## src/rtl/regfile_write_arbiter_pkg.sv

```systemverilog
// Shared writeback types: the request carried from a producer to the regfile write port.
package regfile_write_arbiter_pkg;

  localparam logic [4:0] REG_ZERO = 5'd0;

  typedef struct packed {
    logic [4:0]  waddr;
    logic [31:0] wdata;
  } wb_req_t;

endpackage

```

## src/rtl/regfile_write_arbiter_wb_queue.sv

```systemverilog
// Small FIFO of writeback requests. Exposes per-entry valid and address so that
// hazard detection can scan every queued destination.
module wb_queue
  import regfile_write_arbiter_pkg::*;
#(
  parameter int p_depth = 2
) (
  input  logic                              clk,
  input  logic                              reset,
  input  logic                              push,
  input  logic                              pop,
  input  wb_req_t                           push_req,
  output wb_req_t                           head,
  output logic                              full,
  output logic                              empty,
  output logic [$clog2(p_depth):0]          count,
  output logic [p_depth-1:0]                ent_vld,
  output logic [p_depth-1:0][4:0]           ent_addr
);

  localparam int PW = $clog2(p_depth);
  localparam int CW = PW + 1;

  wb_req_t         mem_q [p_depth];
  logic [PW-1:0]   rd_ptr_q, rd_ptr_d;
  logic [PW-1:0]   wr_ptr_q, wr_ptr_d;
  logic [CW-1:0]   count_q, count_d;
  logic [PW-1:0]   off;

  always_ff @(posedge clk or negedge reset) begin
    if (!reset) begin
      rd_ptr_q <= '0;
      wr_ptr_q <= '0;
      count_q  <= '0;
    end else begin
      rd_ptr_q <= rd_ptr_d;
      wr_ptr_q <= wr_ptr_d;
      count_q  <= count_d;
    end
  end

  // Payload storage carries no reset; validity comes from the pointers and count.
  always_ff @(posedge clk) begin
    if (push) mem_q[wr_ptr_q] <= push_req;
  end

  always_comb begin
    rd_ptr_d = pop  ? rd_ptr_q + 1'b1 : rd_ptr_q;
    wr_ptr_d = push ? wr_ptr_q + 1'b1 : wr_ptr_q;
    case ({push, pop})
      2'b10:   count_d = count_q + CW'(1);
      2'b01:   count_d = count_q - CW'(1);
      default: count_d = count_q;
    endcase
  end

  always_comb begin
    off = '0;
    for (int i = 0; i < p_depth; i++) begin
      off         = PW'(i) - rd_ptr_q;
      ent_vld[i]  = CW'(off) < count_q;
      ent_addr[i] = mem_q[i].waddr;
    end
  end

  assign head  = mem_q[rd_ptr_q];
  assign count = count_q;
  assign full  = (count_q == CW'(p_depth));
  assign empty = (count_q == '0);

endmodule

```

## src/rtl/regfile_write_arbiter.sv

```systemverilog
// Single-owner write port front end: ALU results take priority, load returns are
// queued and forced out after p_max_wait consecutive losses.
module regfile_write_arbiter
  import regfile_write_arbiter_pkg::*;
#(
  parameter int p_depth    = 2,
  parameter int p_max_wait = 4
) (
  input  logic                        clk,
  input  logic                        reset,
  input  logic                        alu_val,
  output logic                        alu_rdy,
  input  logic [4:0]                  alu_waddr,
  input  logic [31:0]                 alu_wdata,
  input  logic                        ld_val,
  output logic                        ld_rdy,
  input  logic [4:0]                  ld_waddr,
  input  logic [31:0]                 ld_wdata,
  output logic                        out_wen,
  output logic [4:0]                  out_waddr,
  output logic [31:0]                 out_wdata,
  input  logic [4:0]                  chk_addr,
  output logic                        chk_hit,
  output logic [$clog2(p_depth):0]    q_count
);

  localparam int SW = $clog2(p_max_wait + 1);

  wb_req_t                  ld_req, alu_req, head, sel_req;
  logic                     full, empty, push, pop, take_alu, starved, sel_vld;
  logic [p_depth-1:0]       ent_vld;
  logic [p_depth-1:0][4:0]  ent_addr;
  logic [SW-1:0]            starve_q, starve_d;
  logic                     out_wen_q, out_wen_d;
  logic [4:0]               out_waddr_q, out_waddr_d;
  logic [31:0]              out_wdata_q, out_wdata_d;
  logic                     q_hit;

  assign ld_req  = '{waddr: ld_waddr, wdata: ld_wdata};
  assign alu_req = '{waddr: alu_waddr, wdata: alu_wdata};

  wb_queue #(.p_depth(p_depth)) u_queue (
    .clk      (clk),
    .reset    (reset),
    .push     (push),
    .pop      (pop),
    .push_req (ld_req),
    .head     (head),
    .full     (full),
    .empty    (empty),
    .count    (q_count),
    .ent_vld  (ent_vld),
    .ent_addr (ent_addr)
  );

  // Readies look only at registered state so producers never see a val->rdy loop.
  assign starved  = !empty && (starve_q == SW'(p_max_wait));
  assign alu_rdy  = !starved;
  assign ld_rdy   = !full;
  assign push     = ld_val && !full;
  assign take_alu = alu_val && alu_rdy;
  assign pop      = !take_alu && !empty;
  assign sel_req  = take_alu ? alu_req : head;
  assign sel_vld  = take_alu || pop;

  always_comb begin
    out_wen_d   = sel_vld && (sel_req.waddr != REG_ZERO);
    out_waddr_d = out_wen_d ? sel_req.waddr : out_waddr_q;
    out_wdata_d = out_wen_d ? sel_req.wdata : out_wdata_q;
    if (empty || pop)  starve_d = '0;
    else if (!starved) starve_d = starve_q + SW'(1);
    else               starve_d = starve_q;
  end

  always_ff @(posedge clk or negedge reset) begin
    if (!reset) begin
      starve_q    <= '0;
      out_wen_q   <= 1'b0;
      out_waddr_q <= '0;
      out_wdata_q <= '0;
    end else begin
      starve_q    <= starve_d;
      out_wen_q   <= out_wen_d;
      out_waddr_q <= out_waddr_d;
      out_wdata_q <= out_wdata_d;
    end
  end

  always_comb begin
    q_hit = 1'b0;
    for (int i = 0; i < p_depth; i++) begin
      if (ent_vld[i] && (ent_addr[i] == chk_addr)) q_hit = 1'b1;
    end
  end

  assign chk_hit   = (chk_addr != REG_ZERO) &&
                     (q_hit || (out_wen_q && (out_waddr_q == chk_addr)));
  assign out_wen   = out_wen_q;
  assign out_waddr = out_waddr_q;
  assign out_wdata = out_wdata_q;

endmodule

```

## config.mk

```make
export PLATFORM = sky130hd
export DESIGN_NAME = regfile_write_arbiter
export DESIGN_NICKNAME = d
export VERILOG_FILES = /design/src/rtl/regfile_write_arbiter_pkg.sv /design/src/rtl/regfile_write_arbiter_wb_queue.sv /design/src/rtl/regfile_write_arbiter.sv
export SDC_FILE = /design/constraint.sdc
export NUM_CORES = 1
export LEC_CHECK = 0
export ABC_AREA = 1
export BUFFER_PORTS_ARGS = -buffer_cell sky130_fd_sc_hd__buf_2
export CORE_MARGIN = 1
export CORE_UTILIZATION = 40
export CTS_CLUSTER_SIZE = 28
export DETAILED_ROUTE_END_ITERATION = 12
export PLACE_DENSITY = 0.64
export SLEW_MARGIN = 20
export SYNTH_ARGS = -nofsm -noshare
export SYNTH_HDL_FRONTEND = slang
export SYNTH_SLANG_ARGS = --single-unit
```

## constraint.sdc

```tcl
create_clock -name clk -period 3.09 [get_ports clk]
set_input_delay 0.309 -clock clk [delete_from_list [all_inputs] [get_ports clk]]
set_output_delay 0.309 -clock clk [all_outputs]
set_load 0.1 [all_outputs]
```

==> metrics.md <==
| Metric | Value |
|---|---|
| Worst reg2reg startpoint | starve_q[0] |
| Post-DP HPWL | 7.921 mm |
| HP Start | ld_wdata[4] |
| Synth warn | 0 |
| Crit end category | output port |
| Max-Cap Viols | 0 |
| Synth cell types | 32 |
| Status | complete, no violations |
| WP data required | 2.78 ns |
| CTS clk-pin slew, worst paths | 0.05 ns |
| Kind of critical path | reg2out |
| Htree depth | 4 |
| Number of nets in the layout | 684 |
| CTS Buf Count | 17 |
| Clock net sink count | 119 |
| FP Rows | 41 |
| Total GRT Usage | 18.01% |
| Top cells by area, synth | edfxtp_1 42%, dfrtp_1 21%, nand2_1 7.4% |
| DR iter-0 viols | 173 |
| Slew margin rel. | 54.13% |
| Critical Path Max Stage Delay | 0.66 ns |
| Core Footprint | 12,720 sq um |
| Critical path buffers and inverters | 2 |
| First-pass detailed-route iteration total | 4 |
| Die Span Y | 116.8 microns |
| Setup-failing EPs final | 0 |
| Max-slew violation total from the final report | 0 |
| Initial antenna violation count | 1 |
| Die width | 116.8 microns |
| Met3 Usage GRT | 5.819% |
| Vias in the first global route | 3,670 |
| Power per cell area | 1179 nW/um^2 |
| RSZ-0062 raised after global routing | no |
| Met1 GRT Util | 19.77% |
| Lkg Pwr | 3.047 nW |
| Placed cell area | 6063 sq um |
| TritonCTS clock tree | yes |
| Root buf cell | clkbuf_16 |
| Overall Power | 0.007831 W |
| Gr ovfl total | 0 |
| Mapped Cells | 467 |
| Ys async rst share | 37.82% |
| Final instance area | 6640 sq um |
| Met2 usage | 32.19% |
| Syn Area/Cell | 11.29 sq um |
| Post-synth top area share | 42.15% |
| Cells after DPL | 750 |
| Final Core Density | 52.19% |
| Maximum number of pins on one net before global-route repair | 46 |
| Worst hold path type | in2reg |
| Ant. Diodes | 0 |
| DRC viols | 0 |
| Total negative slack | 0 ns |
| Vias per cell | 4.723 |
| Top cells by count, synth | 104 x nand2_1, 74 x edfxtp_1, 45 x dfrtp_1 |
| Fin cells | 783 |
| Worst Setup SP | u_queue.rd_ptr_q |
| Min Tclk post-route | 2.386 ns |
| #FFs+latches synth | 119 |
| Drt wl/cell | 14.67 microns |
| Fmax | 419.2 MHz |
| Largest area contributor in the synthesized netlist | edfxtp_1 |
| Seq/Total Area, Yosys | 63.50% |
| I/O pins | 126 |
| Gpl congestion | 0.7823 |
| CP top delay family | flip-flops |
| Clk buf depth | 2 |
| Vias | 3,698 |
| Layout cells sized above 1 | 33.39% |
| Global route hottest layer | met2 |
| First-pass GRT wire length | 17.83 mm |
| Post-synth EDFFs | 74 |
| IO Port Bufs | 125 |
| Most common flop cell mapped by yosys | edfxtp_1 |
| Final period util | 77.20% |
| Die ar. | 13,640 sq um |
| Actual slew at the worst max-slew pin | 0.6856 ns |
| Area grow syn2layout | 25.94% |
| Critical path's slowest cell | dfrtp_2 |
| Worst Path Arrival | 2.08 ns |
| Final hold vios | 0 |
| Final WL | 11.49 mm |
| Mapped Nets | 553 |
| Top-count cell post-synth | nand2_1 |
| Clock latency on the worst-skew pair | 0.41 ns |
| Mapped cell area | 5273 sq um |
| Worst Skew | 0.006358 ns |
| Worst setup SP type | register |
| CP Max Fanout | 21 |
| DRT antenna net count | 0 |
| Worst path cell trace | a21oi_1, nor2_1, nand4_1, nand3_1, nand2_1, inv_1, buf_2 |
| Initial core utilization | 41.44% |
| CTS resizes | 0 |
| Max IR drop VDD | 0.5088 mV |
## logic make-up (layout without fill, tap and decap cells)
kind of cell / count (synthesis) / after routing / synth area share [%]
simple gates: 202 / 202 / 17.68
flops: 119 / 119 / 63.50
compound gates: 50 / 50 / 5.055
buf+inv: 49 / 193 / 4.984
mux: 32 / 32 / 6.075
xor+xnor: 12 / 12 / 1.993
fa+ha+maj: 3 / 3 / 0.7120
## worst paths after layout
kind                            cells after the start  slack, ns             endpoint
worst max-delay path                                7       0.70              chk_hit
worst min-delay path                                1       0.08  u_queue.mem_q[0][4]
worst max register to register                     12       0.99         out_wdata[8]
worst min register to register                      2       0.46         out_wdata[4]
max in group asynchronous                           2       2.21     u_queue.rd_ptr_q
min in group asynchronous                           2       0.45     u_queue.wr_ptr_q
## flip-flops by register name, indices dropped and copies added (netlist names)
signal / count
u_queue.wr_ptr_q: 1
u_queue.mem_q: 74
out_wen: 1
out_wdata: 32
u_queue.count: 2
out_waddr: 5
starve_q: 3
u_queue.rd_ptr_q: 1
## routing by layer
layer	part of all wire, %	vias up
met3	4.5	20
li1	-	1848
met2	52	89
met4	1.7	2
met1	42	1739
met5	0.10	-
## power breakdown
group	switching, W	total [W]	internal, W
Sequential	0.000314	0.00254	0.00222
Clock	0.000643	0.00184	0.00119
Combinational	0.00275	0.00346	0.000708
Total	0.00371	0.00783	0.00412
## layout make-up
type                       instances  area [sq um]
clock buffer                      30         554.3
clock inverter                     2         10.01
fill                            1197          6082
inverter                          27         101.3
multi-input combinational        299          1687
sequential                       119          3349
tap                              172         215.2
timing repair buffer             134         723.2
## stage by stage
stage | setup WS [ns] | hold slack (ns)
5_1_grt | 0.5286 | 0.06662
3_5_place_dp | 0.9637 | 0.4580
3_3_place_gp | 1.070 | 0.4423
2_1_floorplan | 0.2013 | 0.01341
6_report | 0.7044 | 0.08342
4_1_cts | 0.6840 | 0.06356
## timing repair
item,CTS,global route
endpoints found under the hold margin,0,45
hold buffers,0,1
setup buffers,0,0
## placed cells by master (no fill, tap or decap), types with 2 or more instances in the layout
cell type  Yosys  routed
inv_2          5       5
mux2i_1       32      32
a21oi_1        8       8
nor2_1        16      14
clkbuf_8       0       8
ha_1           3       3
clkinv_2       0       2
nand3b_1       2       2
xor2_1         8       8
nand2_2       28      29
buf_2         10     124
nor2_4         0       2
nand2_1      104     103
inv_1         21      21
buf_12         2       2
xnor2_1        4       4
or2_2          2       2
dfrtp_1       45      44
nor3_1         3       3
nand2_4        2       2
clkbuf_16      0      17
edfxtp_1      74      74
nand3_1       43      43
buf_4          1       7
o21ai_0       36      36
clkbuf_1       5       5
(Power assumes the default switching activity.)
